===== src/rtl/kgp_pkg.sv =====
// ---------------------------------------------------------------------------
// kgp_pkg
// Shared definitions for the KGP multi-cycle sequencer:
//   - state_e      : FSM state encoding (FETCH, DECODE, EXEC, MEM, WB, HALT)
//   - DEF_*        : default widths / reset PC / wait-state limit
// No ports; imported by kgp_sat_counter and kgp_mc_sequencer.
// ---------------------------------------------------------------------------
package kgp_pkg;

    typedef enum logic [2:0] {
        FETCH  = 3'd0,
        DECODE = 3'd1,
        EXEC   = 3'd2,
        MEM    = 3'd3,
        WB     = 3'd4,
        HALT   = 3'd5
    } state_e;

    localparam int DEF_PC_W     = 8;
    localparam int DEF_RESET_PC = 0;
    localparam int DEF_MAX_WAIT = 15;
    localparam int DEF_CNT_W    = 32;

endpackage


===== src/rtl/kgp_sat_counter.sv =====
// ---------------------------------------------------------------------------
// kgp_sat_counter
// Up-counter with synchronous clear that sticks at all-ones instead of
// wrapping. Used for the cycle and retired-instruction performance counters.
// Ports:
//   clock    in   1   rising-edge clock
//   clr_i    in   1   synchronous clear (wins over en_i)
//   en_i     in   1   count enable
//   count_o  out  W   current count
// ---------------------------------------------------------------------------
module kgp_sat_counter
    import kgp_pkg::*;
#(
    parameter int W = DEF_CNT_W
) (
    input  logic         clock,
    input  logic         clr_i,
    input  logic         en_i,
    output logic [W-1:0] count_o
);

    logic [W-1:0] count_q;
    logic [W-1:0] count_d;

    // NOTE: every signal driven in always_comb gets a default first, so no
    // path through the block can leave it unassigned and infer a latch.
    always_comb begin
        count_d = count_q;
        if (en_i && (count_q != '1)) begin
            count_d = count_q + W'(1);
        end
    end

    // NOTE: sequential state is updated only with non-blocking assignments so
    // every flop samples the pre-edge values regardless of block ordering.
    always_ff @(posedge clock) begin
        if (clr_i) begin
            count_q <= '0;
        end else begin
            count_q <= count_d;
        end
    end

    assign count_o = count_q;

endmodule


===== src/rtl/kgp_mc_sequencer.sv =====
// ---------------------------------------------------------------------------
// kgp_mc_sequencer
// Multi-cycle control unit and PC for the KGP RISC core. One FSM walks each
// instruction through FETCH -> DECODE -> EXEC -> [MEM] -> [WB], handshaking
// with instruction and data memories, timing out stuck requests into HALT,
// and keeping saturating cycle / retired-instruction counters.
// Ports:
//   clock, rst                      clock and synchronous active-high reset
//   imem_req/imem_addr/imem_ack/imem_data   instruction fetch handshake
//   ir                              instruction register
//   is_mem/is_store/writes_reg/is_halt      decoder class bits (DECODE..WB)
//   br_taken/br_target              branch unit result (sampled in EXEC)
//   dmem_req/dmem_we/dmem_ack       data memory handshake
//   flag_we/reg_we                  ALU flag and register-file write strobes
//   pc/ra                           current PC and return address (pc+1)
//   halted/bus_err                  HALT indication, sticky timeout flag
//   cycle_cnt/instr_cnt             saturating performance counters
// ---------------------------------------------------------------------------
module kgp_mc_sequencer
    import kgp_pkg::*;
#(
    parameter int PC_W     = DEF_PC_W,
    parameter int RESET_PC = DEF_RESET_PC,
    parameter int MAX_WAIT = DEF_MAX_WAIT,
    parameter int CNT_W    = DEF_CNT_W
) (
    input  logic             clock,
    input  logic             rst,
    output logic             imem_req,
    output logic [PC_W-1:0]  imem_addr,
    input  logic             imem_ack,
    input  logic [31:0]      imem_data,
    output logic [31:0]      ir,
    input  logic             is_mem,
    input  logic             is_store,
    input  logic             writes_reg,
    input  logic             is_halt,
    input  logic             br_taken,
    input  logic [PC_W-1:0]  br_target,
    output logic             dmem_req,
    output logic             dmem_we,
    input  logic             dmem_ack,
    output logic             flag_we,
    output logic             reg_we,
    output logic [PC_W-1:0]  pc,
    output logic [PC_W-1:0]  ra,
    output logic             halted,
    output logic             bus_err,
    output logic [CNT_W-1:0] cycle_cnt,
    output logic [CNT_W-1:0] instr_cnt
);

    localparam int WAIT_W = $clog2(MAX_WAIT + 1);
    localparam logic [WAIT_W-1:0] WAIT_LAST = WAIT_W'(MAX_WAIT - 1);

    state_e            state_q, state_d;
    logic [PC_W-1:0]   pc_q, pc_d;
    logic [31:0]       ir_q, ir_d;
    logic [WAIT_W-1:0] wait_q, wait_d;
    logic              br_taken_q, br_taken_d;
    logic [PC_W-1:0]   br_target_q, br_target_d;
    logic              bus_err_q, bus_err_d;
    logic              retire;

    // When retiring straight out of EXEC the branch result has not been
    // latched yet, so take it from the live branch-unit inputs.
    logic              br_sel;
    logic [PC_W-1:0]   tgt_sel;

    assign br_sel  = (state_q == EXEC) ? br_taken  : br_taken_q;
    assign tgt_sel = (state_q == EXEC) ? br_target : br_target_q;

    always_comb begin
        state_d     = state_q;
        pc_d        = pc_q;
        ir_d        = ir_q;
        wait_d      = '0;          // clears on any state change
        br_taken_d  = br_taken_q;
        br_target_d = br_target_q;
        bus_err_d   = bus_err_q;
        retire      = 1'b0;
        imem_req    = 1'b0;
        dmem_req    = 1'b0;
        flag_we     = 1'b0;
        reg_we      = 1'b0;

        case (state_q)
            FETCH: begin
                imem_req = 1'b1;
                if (imem_ack) begin
                    ir_d    = imem_data;
                    state_d = DECODE;
                end else if (wait_q == WAIT_LAST) begin
                    bus_err_d = 1'b1;
                    state_d   = HALT;
                end else begin
                    wait_d = wait_q + WAIT_W'(1);
                end
            end
            DECODE: begin
                state_d = is_halt ? HALT : EXEC;
            end
            EXEC: begin
                flag_we     = 1'b1;
                br_taken_d  = br_taken;
                br_target_d = br_target;
                if (is_mem) begin
                    state_d = MEM;
                end else if (writes_reg) begin
                    state_d = WB;
                end else begin
                    retire  = 1'b1;
                    state_d = FETCH;
                end
            end
            MEM: begin
                dmem_req = 1'b1;
                if (dmem_ack) begin
                    if (is_store) begin
                        retire  = 1'b1;
                        state_d = FETCH;
                    end else begin
                        state_d = WB;
                    end
                end else if (wait_q == WAIT_LAST) begin
                    bus_err_d = 1'b1;
                    state_d   = HALT;
                end else begin
                    wait_d = wait_q + WAIT_W'(1);
                end
            end
            WB: begin
                reg_we  = 1'b1;
                retire  = 1'b1;
                state_d = FETCH;
            end
            HALT: begin
                state_d = HALT;
            end
            default: begin
                state_d = HALT;
            end
        endcase

        if (retire) begin
            pc_d = br_sel ? tgt_sel : (pc_q + PC_W'(1));
        end
    end

    always_ff @(posedge clock) begin
        if (rst) begin
            state_q     <= FETCH;
            pc_q        <= PC_W'(RESET_PC);
            ir_q        <= '0;
            wait_q      <= '0;
            br_taken_q  <= 1'b0;
            br_target_q <= '0;
            bus_err_q   <= 1'b0;
        end else begin
            state_q     <= state_d;
            pc_q        <= pc_d;
            ir_q        <= ir_d;
            wait_q      <= wait_d;
            br_taken_q  <= br_taken_d;
            br_target_q <= br_target_d;
            bus_err_q   <= bus_err_d;
        end
    end

    kgp_sat_counter #(.W(CNT_W)) u_cycle_cnt (
        .clock   (clock),
        .clr_i   (rst),
        .en_i    (state_q != HALT),
        .count_o (cycle_cnt)
    );

    kgp_sat_counter #(.W(CNT_W)) u_instr_cnt (
        .clock   (clock),
        .clr_i   (rst),
        .en_i    (retire),
        .count_o (instr_cnt)
    );

    assign dmem_we   = dmem_req & is_store;
    assign imem_addr = pc_q;
    assign pc        = pc_q;
    assign ra        = pc_q + PC_W'(1);
    assign ir        = ir_q;
    assign halted    = (state_q == HALT);
    assign bus_err   = bus_err_q;

endmodule


===== config.mk =====
export PLATFORM = sky130hd
export DESIGN_NAME = kgp_mc_sequencer
export DESIGN_NICKNAME = d
export VERILOG_FILES = /design/src/rtl/kgp_pkg.sv /design/src/rtl/kgp_sat_counter.sv /design/src/rtl/kgp_mc_sequencer.sv
export SDC_FILE = /design/constraint.sdc
export NUM_CORES = 1
export LEC_CHECK = 0
export CAP_MARGIN = 20
export CORE_MARGIN = 5
export CORE_UTILIZATION = 51
export CTS_CLUSTER_DIAMETER = 80
export DETAILED_ROUTE_END_ITERATION = 10
export PLACE_DENSITY = 0.86
export SETUP_SLACK_MARGIN = 0.02
export SLEW_MARGIN = 20
export SYNTH_ARGS = -nofsm -noshare
export SYNTH_HDL_FRONTEND = slang
export SYNTH_HIERARCHICAL = 1
export SYNTH_SLANG_ARGS = --single-unit
export TNS_END_PERCENT = 10

===== constraint.sdc =====
create_clock -name clock -period 6.8 [get_ports clock]
set_input_delay 1.36 -clock clock [delete_from_list [all_inputs] [get_ports clock]]
set_output_delay 1.36 -clock clock [all_outputs]
set_load 0.1 [all_outputs]

# Word-level counts from Yosys, hierarchy flattened
# Cells that the tools add are included.
# op_classes
add_sub_neg	4
muxes	28
n_eq_ne	11
n_reduce_logical	6
bitwise_logic	1
# ops
op	count
adder 32 x 1 -> 32 bit (second input constant)	2
!= test 32 bit (second input constant)	2
2-to-1 mux 3 bit	7
2-to-1 mux 8 bit	2
one-hot mux 3 bit (5 select lines)	1
2-to-1 mux 1 bit	12
2-to-1 mux 4 bit	3
adder 8 x 1 -> 8 bit (second input constant)	1
one-hot mux 4 bit (2 select lines)	1
== test 3 x 2 -> 1 bit (second input constant)	2
== test 3 bit (second input constant)	2
adder 4 x 1 -> 4 bit (second input constant)	1
== test 4 bit (second input constant)	1
!= test 2 bit (second input constant)	2
== test 3 x 1 -> 1 bit (second input constant)	1
zero test 3 bit	1
!= test 3 bit (second input constant)	1
one-hot mux 1 bit (3 select lines)	1
AND reduction 3 bit	1
logical AND 1 bit	2
one-hot mux 1 bit (2 select lines)	1
AND reduction 2 bit	1
nonzero test 2 bit	1
AND 1 bit	1
# totals
regBits	121
output_inout_bits	127
inputBits	49
wordCells	59

# Longest topological paths before layout
# Gate-level depths: netlist of the first run.
# logic_depth
depth_word	4
ltp_mapped	9
mapped_depth_nobuf	8

# Modules after synthesis
# Netlist of the first run, hierarchy kept.
# by_module_without_submodules
module	cells_per_inst	seq_area_each_um2	area_each_um2	instances
kgp_sat_counter	199	640.6	1674.1	2
kgp_mc_sequencer	322	1141.1	2556.2	1

# Worst setup path before layout of the first run
# Ideal clock, no wire load.
# synth_timing
path_kind	reg-to-output
startpoint	reg pc_q[0] (netlist: imem_addr[0])
endpoint	out ra[4]
setup_slack_ns	2.339
required_time_ns	5.440
n_path_buf	0
path_stages_with_launch	4
arrival_time_ns	3.101
path_cell_list	dfxtp_1 ha_1 nand3_1 xnor2_1
# synth_via
elab_chain_len	1
# synth_lines
item	line	rtl
start, declared	kgp_mc_sequencer.sv:57	logic [PC_W-1:0] pc_q, pc_d;
start signal, assigned	kgp_mc_sequencer.sv:153	pc_q <= PC_W'(RESET_PC);
start signal, assigned	kgp_mc_sequencer.sv:161	pc_q <= pc_d;
adder 8 x 1 -> 8 bit	kgp_mc_sequencer.sv:187	assign ra = pc_q + PC_W'(1);
end, declared	kgp_mc_sequencer.sv:46	output logic [PC_W-1:0] ra,
# Every way passes these cells.

# Final worst setup path of the first run
# layout_timing
startpoint	in is_store
endpoint	out dmem_we
# layout_via
elab_chain_len	1
# layout_lines
item	line	rtl
start, declared	kgp_mc_sequencer.sv:35	input logic is_store,
AND 1 bit	kgp_mc_sequencer.sv:184	assign dmem_we = dmem_req & is_store;
end, declared	kgp_mc_sequencer.sv:41	output logic dmem_we,
# Every way passes these cells.

==> impl_metrics.tcl, run 1 <==
set metrics [dict create \
    nets 919 \
    seqPwrFrac_pct 34.6 \
    grt_pass1_wl_um 28200 \
    io_buffers 175 \
    worst_setup_path_start_kind "input pin" \
    avgRoutedWirePerCell_um 17.1 \
    core-area_mm2 0.0114 \
    combPwrFrac_pct 21.7 \
    setup_slack_ns 2.25 \
    finalSetupViolCount 0 \
    worst-slew-pin-transition_ns 1.04 \
    die_w_um 118 \
    track_usage_pct 24.1 \
    cp_top_family "buffers and inverters" \
    max_freq_mhz 220 \
    yosysWarnings 6 \
    crit_arrival_ns 3.19 \
    p_switching_mw 0.701 \
    drc 0 \
    slowest_delay_ns 1.14 \
    clock_sinks 121 \
    critPathKind "input pin to primary output" \
    gp_congestion 0.879 \
    ant_nets 0 \
    drtIter0Drc 616 \
    slew_violations 0 \
    htree_levels 4 \
    die_h_um 118 \
    cp.required_ns 5.44 \
    endpoint_kind "primary output" \
    dp_hpwl_um 12200 \
    outcome "finished clean" \
    syn-cell-area_mm2 0.00590 \
    fin_util_pct 72.8 \
    diodes 0 \
    die_area_mm2 0.0138 \
    cts_made_buffers 17 \
    worst_skew_pair.late_latency_ns 0.42 \
    clk_pin_slew_ns 0.05 \
    pwr-share-clk_pct 43.7 \
    synth_edf_count 0 \
    grt_max_degree 71 \
    root_buffer "clkbuf_16" \
    netlist_instances 720 \
    drive_gt1_share_pct 6.83 \
    cts_hold_buf 0 \
    hold_path.class "flip-flop to flip-flop" \
    wirelength_um 17500 \
    n_fill_cell 810 \
    grt_pass1_vias 5836 \
    ys_seq_elements 121 \
    syn-num-nets 774 \
    grt-ovfl-total 0 \
    dp_slack_ns 2.24 \
    path_common_cell "clkdlybuf4s50_1" \
    synthArstFlopShare_pct 0 \
    r2r_slack_ns 3.42 \
    area_growth_pct 40.3 \
    start_util_pct 51.9 \
    synth.distinct_cells 60 \
    cap_violations 0 \
    clockBufferDepth 2 \
    finalHoldViolCount 0 \
    cts_setup_buffers 0 \
    crit_chain "clkdlybuf4s50_1 > and3_1 > clkdlybuf4s50_1" \
    ys.flop_type "dfxtp_1" \
    worst-path-buf-inv 2 \
    post_cts_resized 0 \
    drt-pass1-iter-count 6 \
    internal_power_mw 1.53 \
    min_period_ns 4.55 \
    ir_drop_uv 222 \
    vias_per_cell 6.02 \
    io_pins 176 \
    final_common_cell "clkdlybuf4s50_1" \
    sw_frac_of_total_pct 31.4 \
    power_leakage_nw 2.81 \
    power.density_mw_per_mm2 270 \
    cp_max_fo 3 \
    antenna_found_initial 0 \
    avgSynthCellArea_um2 8.20 \
    slew-limit-headroom_pct 30.2 \
    via_count 6142 \
    finalCritPeriodShare_pct 66.9 \
    cts_tree "done" \
    ys_seq_area_share_pct 41.0 \
    rsz0062_at_grt "no" \
    cp_slowest_cell "clkdlybuf4s50_1" \
    layout_common_cells "clkdlybuf4s50_1 (174), dfxtp_1 (121), nand2_1 (113)" \
    finClkSkew_ns 0.00669 \
    fin_setup_tns_ns 0 \
    placementRows 39 \
]
==> worst register-to-register path, cell delays in order (launching register included) <==
cell	delay, ns
dfxtp_1	0.59
and3_1	0.25
o21ai_0	0.14
nand2_1	0.39
nand4_1	0.42
nor4_2	0.63
nand4_1	0.17
nor4_1	0.30
mux2_2	0.38
==> registers in the layout, summed over array words and instances (netlist names) <==
register and cells:
ir 32, u_cycle_cnt/count_o 32, u_instr_cnt/count_o 32, br_target_q 8
imem_addr 8, wait_q 4, state_q 3, br_taken_q 1
bus_err 1
==> kinds of logic after synthesis <==
logic type      count (synthesis)  share of synthesized area [%]
simple gates                  330                           30.0
buf+inv                        64                           5.09
xor+xnor                       19                           2.82
compound gates                173                           18.6
flops                         121                           41.0
mux                             8                           1.46
fa+ha+maj                       5                           1.06
==> final timing paths <==
kind / depth (start not counted) / from / endpoint
min reg2reg: 2 / ir[26] / ir[26]
min: 2 / ir[26] / ir[26]
max reg2reg: 8 / state_q[0] / u_instr_cnt/count_o[31]
max: 3 / is_store / dmem_we
==> metal layers <==
metal	track usage [%]	vias up	wire (um)
met5	0	-	0
met4	9.82	0	361
met3	10.8	41	1840
met2	40.8	296	8680
met1	26.3	2868	6580
li1	-	2937	-
==> power by group through the flow <==
stage	Combinational (mW)	Sequential, mW	Clock [mW]
floorplan	0.191	0.959	0
global placement	0.476	0.783	0
detailed placement	0.482	0.787	0
CTS	0.486	0.772	0.988
global route	0.507	0.777	1.03
finish	0.485	0.773	0.977
==> Yosys cell counts (all sizes together), types with 8 or more instances <==
cell type | instances | area [um^2]
dfxtp | 121 | 2420
xnor2 | 15 | 131
or4 | 24 | 180
nor4 | 11 | 81.3
a21oi | 86 | 442
nor3 | 10 | 50.1
inv | 12 | 45.0
nand4 | 21 | 131
nor2 | 37 | 139
clkbuf | 32 | 120
and3 | 16 | 110
nand3 | 32 | 170
or3 | 25 | 166
and4 | 8 | 70.1
nand2 | 113 | 424
buf | 20 | 135
o21ai | 25 | 125
o31ai | 25 | 188
==> final cells by class <==
cell class | instances | area (um^2) | share of cell area [%]
clock buffer | 25 | 515 | 6.22
clock inverter | 7 | 135 | 1.63
inverter | 12 | 45.0 | 0.544
multi-input combinational | 535 | 3210 | 38.8
sequential | 121 | 2420 | 29.2
tap | 143 | 179 | 2.16
timing repair buffer | 178 | 1770 | 21.4
==> per-stage QoR <==
step                      instances  hold slack [ns]  power (mW)  area [um^2]
after floorplan                 720            0.430        1.15         5900
after global placement          989            0.438        1.26         7610
after detailed placement        989            0.449        1.27         7610
after CTS                      1021            0.456        2.25         8260
after global routing           1021            0.476        2.31         8280
final                          1021            0.455        2.24         8280
(Power assumes the default switching activity.)
==> run 2, diff against run 1 <==
CORE_UTILIZATION = 43   (was 51)
PLACE_DENSITY = 0.77   (was 0.86)
clock period = 3.9 ns   (was 6.8 ns; I/O delays follow)
==> run 2 against run 1 <==
Against the previous run:
- design area grew 0.35%
- sequential share of layout area shrank 0.10 points
- largest power group unchanged
- clock skew grew 0.0019 ns
- power grew 71%
- wire length shrank 5.7%
- largest cell class unchanged
- first-iteration DRC count shrank 42%
- critical path type is now input pin to flip-flop
- clock power grew 68%
- via count shrank 5.0%
- die area grew 17%
- clock-buffer cell count shrank 1
==> impl_metrics.tcl, run 2 (same netlist as run 1, synthesis figures left out) <==
set metrics [dict create \
    outcome "finished clean" \
    die_area_mm2 0.0162 \
    slew_violations 0 \
    placementRows 42 \
    root_buffer "clkbuf_16" \
    worst-slew-pin-transition_ns 1.03 \
    max_freq_mhz 298 \
    hold-path-cell-count 2 \
    cts_tree "done" \
    drc 0 \
    n_fill_cell 1191 \
    instances_no_fill 1060 \
    worst_setup_path_start_kind "input pin" \
    clockBufferDepth 2 \
    drive_gt1_share_pct 9.05 \
    finalHoldViolCount 0 \
    power_leakage_nw 2.83 \
    vias_per_cell 5.51 \
    worst_skew_pair.late_latency_ns 0.42 \
    ir_drop_uv 435 \
    track_usage_pct 20.3 \
    cp_max_fo 10 \
    finalCritPeriodShare_pct 86.1 \
    diodes 0 \
    grt_pass1_vias 5499 \
    critPathKind "input pin to flip-flop" \
    finalSetupViolCount 0 \
    fin_area_mm2 0.00831 \
    die_w_um 127 \
    die_h_um 127 \
    grt-ovfl-total 0 \
    place_area_mm2 0.00768 \
    area_growth_pct 40.8 \
    final_common_cell "clkdlybuf4s50_1" \
    power.total_mw 3.83 \
    cap_violations 0 \
    place_inst 1029 \
    drt-pass1-iter-count 5 \
    hold_path.class "flip-flop to flip-flop" \
    wirelength_um 16500 \
    layout_common_cells "clkdlybuf4s50_1 (162), dfxtp_1 (121), nand2_1 (112)" \
    ant_nets 0 \
    clock_sinks 121 \
    cts_hold_buf 0 \
    grt_pass1_wl_um 27100 \
    htree_levels 4 \
    cts_setup_buffers 0 \
    io_pins 176 \
    io_buffers 175 \
    gp_congestion 0.825 \
    finClkSkew_ns 0.00863 \
    antenna_found_initial 0 \
    min_period_ns 3.36 \
    core-area_mm2 0.0133 \
    post_cts_resized 0 \
    crit_arrival_ns 3.66 \
    worstRegToRegCells 8 \
    slew-limit-headroom_pct 31.4 \
    drtIter0Drc 355 \
    start_util_pct 44.2 \
    endpoint_kind "flip-flop" \
    power.density_mw_per_mm2 461 \
    avgRoutedWirePerCell_um 15.5 \
    cts_made_buffers 17 \
    clk_pin_slew_ns 0.05 \
    dp_hpwl_um 11600 \
    nets 926 \
    grt_max_degree 41 \
    fin_setup_tns_ns 0 \
    via_count 5836 \
    cp.required_ns 4.21 \
    rsz0062_at_grt "no" \
]
-- run 2: final timing paths --
check                           startpoint                       to  slack (ns)
worst max register to register  state_q[0]  u_instr_cnt/count_o[31]        0.82
worst max-delay path              dmem_ack  u_instr_cnt/count_o[31]        0.54
worst min register to register       ir[9]                    ir[9]        0.45
worst min-delay path                 ir[9]                    ir[9]        0.45
-- run 2: stage by stage --
step	hold WS [ns]	util, %	setup slack [ns]
floorplan	0.430	-	0.103
global placement	0.439	57.6	0.290
detailed placement	0.442	57.6	0.183
CTS	0.449	62.2	0.635
global route	0.466	62.3	0.379
finish	0.449	62.3	0.541
-- run 2: layer usage --
layer | routed length (um) | vias to the layer above | share of wire [%] | track usage, %
met5 | 0 | - | 0 | 0
met4 | 152 | 0 | 0.92 | 6.44
met3 | 1470 | 16 | 8.9 | 8.35
met2 | 7720 | 167 | 47 | 32.5
met1 | 7110 | 2720 | 43 | 24.8
li1 | - | 2933 | - | -
-- run 2: critical path, cell delays in order --
cell and delay (ns):
clkdlybuf4s50_1 0.57, and3_1 0.20, o21ai_0 0.17, nand2_1 0.14, nand4_1 0.34, nor4_2 0.64, nand4_1 0.16, nor4_1 0.30
mux2_2 0.37
-- run 2: final cells by class --
class / instances / area [um^2] / area share, %
Sequential cell: 121 / 2420 / 29.1
Clock buffer: 24 / 512 / 6.16
Timing Repair Buffer: 185 / 1790 / 21.6
Tap cell: 176 / 220 / 2.65
Clock inverter: 7 / 113 / 1.36
Inverter: 12 / 45.0 / 0.542
Multi-Input combinational cell: 535 / 3200 / 38.6
-- run 2: power by group --
group	internal [mW]	leakage (nW)	switching [mW]
Combinational	0.217	1.54	0.630
Sequential	1.29	0.981	0.0521
Clock	1.10	0.308	0.539
Total	2.61	2.83	1.22
